**config.mk**
```make
export PLATFORM = sky130hd
export DESIGN_NAME = trace_capture
export DESIGN_NICKNAME = d
export VERILOG_FILES = /design/src/rtl/trace_capture.sv
export SDC_FILE = /design/constraint.sdc
export NUM_CORES = 1
export LEC_CHECK = 0
export BUFFER_PORTS_ARGS = -buffer_cell sky130_fd_sc_hd__buf_2
export CORE_MARGIN = 1.5
export CORE_UTILIZATION = 51
export CTS_CLUSTER_DIAMETER = 60
export CTS_CLUSTER_SIZE = 25
export DETAILED_ROUTE_END_ITERATION = 7
export PLACE_DENSITY = 0.71
export SYNTH_ARGS = -nofsm -noshare
export SYNTH_HDL_FRONTEND = slang
export SYNTH_SLANG_ARGS = --single-unit
```
**constraint.sdc**
```tcl
create_clock -name clk -period 4.5 [get_ports clk]
set_clock_uncertainty 0.1 [all_clocks]
set_input_delay 0.675 -clock clk [delete_from_list [all_inputs] [get_ports clk]]
set_output_delay 0.675 -clock clk [all_outputs]
set_load 0.005 [all_outputs]
```
**src/rtl/trace_capture.sv**
```systemverilog
// trace_capture: observational sink for core commit/debug trace.
// Each cycle it samples up to two events (one memory access, one register
// write), packs them into {type, idx, data} records, and buffers them in a
// small FIFO drained over a valid/ready stream. The core is never stalled.
// Records that do not fit are discarded and counted in drop_cnt.
//
// Stream handshake: m_valid is high whenever the FIFO holds a record, and
// m_data then shows the head record. A record is consumed on a rising edge
// where m_valid & m_ready. m_valid never depends on m_ready, and m_data holds
// steady while m_valid=1 and m_ready=0.
module trace_capture #(
  parameter int DATA_W = 32,
  parameter int ADDR_W = 9,
  parameter int DEPTH  = 16
) (
  input  logic                       clk,
  input  logic                       reset,
  input  logic                       capture_en,
  input  logic                       reg_write_sig,
  input  logic [4:0]                 reg_num,
  input  logic [DATA_W-1:0]          reg_data,
  input  logic                       wr,
  input  logic                       rd,
  input  logic [ADDR_W-1:0]          addr,
  input  logic [DATA_W-1:0]          wr_data,
  input  logic [DATA_W-1:0]          rd_data,
  output logic                       m_valid,
  input  logic                       m_ready,
  output logic [2+ADDR_W+DATA_W-1:0] m_data,
  output logic [$clog2(DEPTH):0]     level,
  output logic [15:0]                drop_cnt,
  output logic                       err_wr_rd
);

  localparam int REC_W = 2 + ADDR_W + DATA_W;
  localparam int PTR_W = $clog2(DEPTH);
  localparam int LVL_W = PTR_W + 1;
  localparam logic [LVL_W-1:0] DEPTH_L = LVL_W'(DEPTH);

  logic [REC_W-1:0] mem [DEPTH];
  logic [PTR_W-1:0] wr_ptr, rd_ptr, wr_ptr_p1;

  logic             mem_ev, reg_ev, pop;
  logic [REC_W-1:0] rec_mem, rec_reg, rec_a, rec_b;
  logic [1:0]       n_ev, n_push, n_drop;
  logic [LVL_W-1:0] free;
  logic [16:0]      drop_sum;
  logic [15:0]      drop_next;

  // Event detection, record packing and space check against the occupancy
  // at the start of the cycle (a same-cycle pop does not make room).
  always_comb begin
    mem_ev    = capture_en & (wr | rd);
    reg_ev    = capture_en & reg_write_sig & (reg_num != 5'd0);
    rec_mem   = wr ? {2'b10, addr, wr_data} : {2'b11, addr, rd_data};
    rec_reg   = {2'b01, ADDR_W'(reg_num), reg_data};
    rec_a     = mem_ev ? rec_mem : rec_reg;
    rec_b     = rec_reg;
    n_ev      = {1'b0, mem_ev} + {1'b0, reg_ev};
    free      = DEPTH_L - level;
    n_push    = n_ev;
    if (free < LVL_W'(n_ev)) n_push = free[1:0];
    n_drop    = n_ev - n_push;
    drop_sum  = {1'b0, drop_cnt} + 17'(n_drop);
    drop_next = drop_sum[16] ? 16'hFFFF : drop_sum[15:0];
    wr_ptr_p1 = wr_ptr + PTR_W'(1);
    pop       = m_valid & m_ready;
  end

  // Head of FIFO drives the stream; zero when empty.
  always_comb begin
    m_valid = (level != '0);
    m_data  = m_valid ? mem[rd_ptr] : '0;
  end

  // Record storage; contents are only meaningful between rd_ptr and wr_ptr,
  // so no reset is needed here.
  always_ff @(posedge clk) begin
    if (n_push != 2'd0) mem[wr_ptr]    <= rec_a;
    if (n_push == 2'd2) mem[wr_ptr_p1] <= rec_b;
  end

  // Pointers, occupancy, drop counter and sticky wr/rd conflict flag.
  always_ff @(posedge clk or negedge reset) begin
    if (!reset) begin
      wr_ptr    <= '0;
      rd_ptr    <= '0;
      level     <= '0;
      drop_cnt  <= '0;
      err_wr_rd <= 1'b0;
    end else begin
      wr_ptr   <= wr_ptr + PTR_W'(n_push);
      rd_ptr   <= rd_ptr + PTR_W'(pop);
      level    <= level + LVL_W'(n_push) - LVL_W'(pop);
      drop_cnt <= drop_next;
      if (capture_en & wr & rd) err_wr_rd <= 1'b1;
    end
  end

endmodule

```
# ---- Word-level counts from Yosys, hierarchy flattened
# Memories as Yosys holds them, arrays and structs flattened.
# Index checks and enable logic that the tools add are counted.
dict set report word_totals {
  regBits 30
  ramBits 688
  output_inout_bits 66
  elab_cells 36
  memories 1
}
dict set report op_classes {
  addsub 9
  n_lt_le_gt_ge 1
  n_eq_ne 1
  mux 9
  n_bitwise 7
  n_reduce_logical 3
}
# memory words width rd rd_ports_with_merged_regs write_ports line_no
set memory_table {}
lappend memory_table {mem 16 43 1 0 2 40} ;# logic [REC_W-1:0] mem [DEPTH];
# cell n
set ops {}
lappend ops {{two-way mux 43 bit} 2}
lappend ops {{two-way mux 42 bit} 1}
lappend ops {{adder 16 x 2 -> 17 bit} 1}
lappend ops {{two-way mux 16 bit} 1}
lappend ops {{nonzero test 5 bit} 2}
lappend ops {{bitwise AND 1 bit} 6}
lappend ops {{adder 5 x 2 -> 5 bit} 1}
lappend ops {{< comparator 5 x 2 -> 1 bit} 1}
lappend ops {{subtractor 5 x 1 -> 5 bit} 1}
lappend ops {{subtractor 5 bit, first input constant} 1}
lappend ops {{adder 4 x 1 -> 4 bit} 1}
lappend ops {{adder 4 x 1 -> 4 bit, second input constant} 1}
lappend ops {{adder 4 x 2 -> 4 bit} 1}
lappend ops {{two-way mux 1 bit} 4}
lappend ops {{adder 1 x 1 -> 2 bit} 1}
lappend ops {{equality test 2 bit, second input constant} 1}
lappend ops {{two-way mux 2 bit} 1}
lappend ops {{nonzero test 2 bit} 1}
lappend ops {{subtractor 2 bit} 1}
lappend ops {{OR 1 bit} 1}

# ---- Logic depth before layout (Yosys ltp)
dict set report logic_depth {
  ltp_word 8
  depth_mapped 23
}

# ---- Least setup slack after synthesis
# No wires, ideal clock.
dict set report synth_timing {
  path_type {in2reg}
  from {in wr}
  to {reg drop_cnt[9]}
  setup_ps 142
  t_arrival_ps 4789
  required_time_ps 4258
  slack_ps -531
  stages 21
  n_path_buf 5
  path_cell_list {clkbuf_1 -> o21ai_1 -> buf_2 -> inv_2 -> ha_1 -> inv_1 -> ha_1 -> a2111oi_4 -> and3_2 -> buf_6 -> clkbuf_8 -> nor2_1 -> ha_1 -> inv_1 -> ha_1 -> fa_1 -> and4_1 -> nand4_1 -> or3_1 -> clkbuf_1 -> o21ai_0}
}
dict set report synth_between {
  elab_chain_cells 8
}
# element line_no
set synth_lines {}
lappend synth_lines {{start, declared} 22} ;# input logic wr,
lappend synth_lines {{OR 1 bit (*)} 53} ;# mem_ev = capture_en & (wr | rd);
lappend synth_lines {{bitwise AND 1 bit (*)} 53}
lappend synth_lines {{named net mem_ev} 43} ;# logic mem_ev, reg_ev, pop;
lappend synth_lines {{adder 1 x 1 -> 2 bit (*)} 59} ;# n_ev = {1'b0, mem_ev} + {1'b0, reg_ev};
lappend synth_lines {{< comparator 5 x 2 -> 1 bit} 62} ;# if (free < LVL_W'(n_ev)) n_push = free[1:0];
lappend synth_lines {{two-way mux 2 bit} 62}
lappend synth_lines {{subtractor 2 bit (*)} 63} ;# n_drop = n_ev - n_push;
lappend synth_lines {{adder 16 x 2 -> 17 bit (*)} 64} ;# drop_sum = {1'b0, drop_cnt} + 17'(n_drop);
lappend synth_lines {{two-way mux 16 bit (*)} 65} ;# drop_next = drop_sum[16] ? 16'hFFFF : drop_sum[15:0];
lappend synth_lines {{named net drop_next[9]} 48} ;# logic [15:0] drop_next;
lappend synth_lines {{end signal, assigned} 95} ;# drop_cnt <= drop_next;
lappend synth_lines {{end, declared} 31} ;# output logic [15:0] drop_cnt,
# The timed path passes the listed nets; every way through them passes the cells marked *.
# A chain may end at the register's enable or synchronous reset.

# ---- Final worst setup path
dict set report layout_timing {
  from {reg level[2]}
  to {reg drop_cnt[7]}
}
dict set report layout_between {
  elab_chain_cells 6
}
# element line_no
set layout_lines {}
lappend layout_lines {{start, declared} 30} ;# output logic [$clog2(DEPTH):0] level,
lappend layout_lines {{start signal, assigned} 94} ;# level <= level + LVL_W'(n_push) - LVL_W'(pop);
lappend layout_lines {{subtractor 5 bit} 60} ;# free = DEPTH_L - level;
lappend layout_lines {{< comparator 5 x 2 -> 1 bit} 62}
lappend layout_lines {{two-way mux 2 bit} 62}
lappend layout_lines {{subtractor 2 bit} 63}
lappend layout_lines {{adder 16 x 2 -> 17 bit} 64}
lappend layout_lines {{two-way mux 16 bit} 65}
lappend layout_lines {{named net drop_next[7]} 48}
# The timed path passes the listed nets, and every way through them passes these cells.

==> reports/results.txt <==
status = complete, but fails checks
failing checks = hold timing
CP Launch Type = flop
Yosys cell types = 61
Mapped Cells = 2921
asr flop ratio synth = 0.0418
Synth area leaders = edfxtp_1 (50%), mux4_2 (14%), o21ai_0 (7.1%), nand2_1 (6.5%), dfxtp_1 (5.4%)
initial antenna violation count = 4
Pleak = 0.0134 uW
Max-Cap Viols = 0
starting density of the core = 0.519
DR pass1 iterations = 6
CP Class = reg -> reg
TritonCTS clock tree = yes
DRC viols = 0
Arr. time, crit path = 4630 ps
dpl cell area = 0.0378 mm^2
post-cts resize count = 0
routed vias = 26100
gpl congestion = 0.836
CTS Buf Count = 47
Seq pwr share = 0.411
Worst-Skew Late Latency = 640 ps
unrepaired setup endpoints after global routing = no
WHS = -9.40 ps
Placed Cells = 3844
Min-Delay Path Class = in -> async
largest net degree at the start of global routing = 70
final net count = 3100
fmax = 239 MHz
count of final setup violators = 0
period utilization = 0.930
maximum clock path buffer count = 3
vias per cell = 6.64
GR Util All Layers = 0.316
final instance area = 0.0395 mm^2
Chip Width = 268 um
Clock transition at path regs = 90 ps
Final WS setup = 317 ps
Post-synth top flop = edfxtp_1
clk sinks = 718
Sw Pwr = 7860 uW
clock power share = 0.215
Yosys Warn Count = 0
area grow syn2layout = 10.4%
Setup crit end kind = flop
share of cells above drive strength 1 = 0.235
Sw Share = 0.352
Post-synth EDFFs = 592
CTS Hold Buffers Added = 0
Pins Over Slew Limit = 0
Slew headroom = 0.221
Critical Path Fanout Max = 14
Post-Route WL = 113 mm
Synth top area share = 0.497
critical path data required time = 4940 ps
setup TNS = 0 ps
Mean Syn Cell Area = 12.2 um^2
DRT antenna net count = 0
Ant. Diodes = 0
H-tree depth = 2
gr ovfl total = 0
CTS root buffer = clkbuf_16
sequential element share of the synthesized area = 0.572
die area = 0.0717 mm^2
Synth area leader = edfxtp_1
mean routed wirelength per cell = 28.8 um
Die H = 268 um
synthesized net count = 3059
input/output buffers = 182
vias in the first global route = 25300
Final Non-Filler Cells = 3931
Min Clock Period, post-route = 4180 ps
initial DRC count = 4501
Pwr per Cell Area = 565 mW/mm^2
I/O pin count = 183
Final Hold Fails = 9
pre-CTS WS = 72.7 ps
Logic pwr share = 0.374
Detail Placement HPWL = 63.0 mm
Int Pwr = 14500 uW
first-pass GRT wire length = 165 mm
Core Area = 0.0689 mm^2
#FFs+latches synth = 718
Mapped Area = 0.0358 mm^2
Post-CTS Setup Inserts = 0
row cnt = 96
FILL cells = 5512
Worst VDD drop = 0.000422 V
Worst Max-Slew Pin Slew = 1140 ps
-- cells by family (layout without fill, tap and decap cells) --
group           after synthesis  count (layout)  synth area share
compound gates              777             777             0.129
simple gates                760             760            0.0886
flops                       718             718             0.572
buf+inv                     374             453            0.0519
mux                         254             254             0.147
fa+ha+maj                    21              21           0.00798
xor+xnor                     17              17           0.00416
-- state kept, by name (all words and copies together) (netlist names) --
register,cells
rd_ptr,4
level,5
drop_cnt,16
wr_ptr,4
err_wr_rd,1
mem,688
-- metal layers --
metal  track usage  part of all wire
met2         0.500              0.47
met5             0           0.00034
met4         0.120             0.042
met1         0.425              0.34
met3        0.0780              0.15
-- path summary, 6_finish.rpt --
check | startpoint | end | slack [ps] | depth (start not counted)
min in group clk | rd | err_wr_rd$_DFFE_PN0P_ | 230 | 2
setup / recovery | level[2]$_DFF_PN0_ | drop_cnt[7]$_DFF_PN0_ | 320 | 15
hold / removal | reset | drop_cnt[8]$_DFF_PN0_ | -9 | 1
max in group asynchronous | reset | rd_ptr[0]$_DFF_PN0_ | 3750 | 1
setup reg to reg | level[2]$_DFF_PN0_ | drop_cnt[7]$_DFF_PN0_ | 320 | 15
hold reg to reg | mem[13][42]$_SDFFE_PP0P_ | mem[13][42]$_SDFFE_PP0P_ | 360 | 2
-- Yosys cell counts, types with 4 or more instances --
master	n
nand3_1	6
buf_6	31
a21oi_4	16
nand2_1	616
nand2_4	13
nand4_1	4
a31oi_1	4
o21ai_0	507
dfxtp_1	96
nor3_1	6
nor2_1	47
o22ai_1	16
inv_1	44
xnor2_1	10
ha_1	18
o22a_1	14
mux2i_1	37
xor2_1	7
or3_1	4
dfrtp_1	30
buf_2	48
and2_1	44
mux4_2	215
buf_1	27
o221a_4	4
o221a_2	12
o21ai_1	92
o2bb2ai_1	64
buf_4	26
clkbuf_1	182
inv_2	9
edfxtp_1	592
a21oi_1	37
-- metrics by stage --
step | utilization | power, uW | hold slack [ps]
after floorplan | - | 14500 | 279
after global placement | 0.549 | 17400 | 333
after detailed placement | 0.549 | 17500 | 341
after CTS | 0.573 | 22200 | 4.54
after global routing | 0.573 | 23100 | 43.2
final | 0.573 | 22300 | -9.40
-- cell type report --
type                       count  area [um^2]  share of cell area
sequential                   718        20500               0.518
multi-input combinational   1829        13500               0.342
timing repair buffer         313         2510              0.0635
clock buffer                  50         1210              0.0306
tap                          931         1160              0.0295
clock inverter                37          443              0.0112
inverter                      53          204             0.00517
-- power groups by stage --
stage / Sequential (uW) / Combinational (uW) / Clock, uW
after floorplan: 8870 / 5620 / 0
after global placement: 9240 / 8110 / 0
after detailed placement: 9300 / 8250 / 0
after CTS: 9160 / 8280 / 4800
after global routing: 9270 / 8780 / 5030
final: 9170 / 8340 / 4800
-- layout by cell type (no fill, tap or decap), drive strengths merged, types with 50 or more instances in the layout --
master and count:
dfxtp 96, inv 75, mux4 215, buf 313, o21ai 599, a21oi 54, clkbuf 50, nand2 630
o2bb2ai 64, edfxtp 592
-- worst max-delay path, cell delays in order (launching register included) --
cell and delay (ps):
dfrtp_1 490, inv_1 110, ha_1 210, and2_1 150
ha_1 280, inv_1 70, a2111oi_4 560, and3_4 290
nor2_1 50, ha_1 210, xnor2_1 300, fa_2 280
and4_1 220, nand4_1 200, or3_4 470, o21ai_0 110
Power figures use the tool's default switching activity.
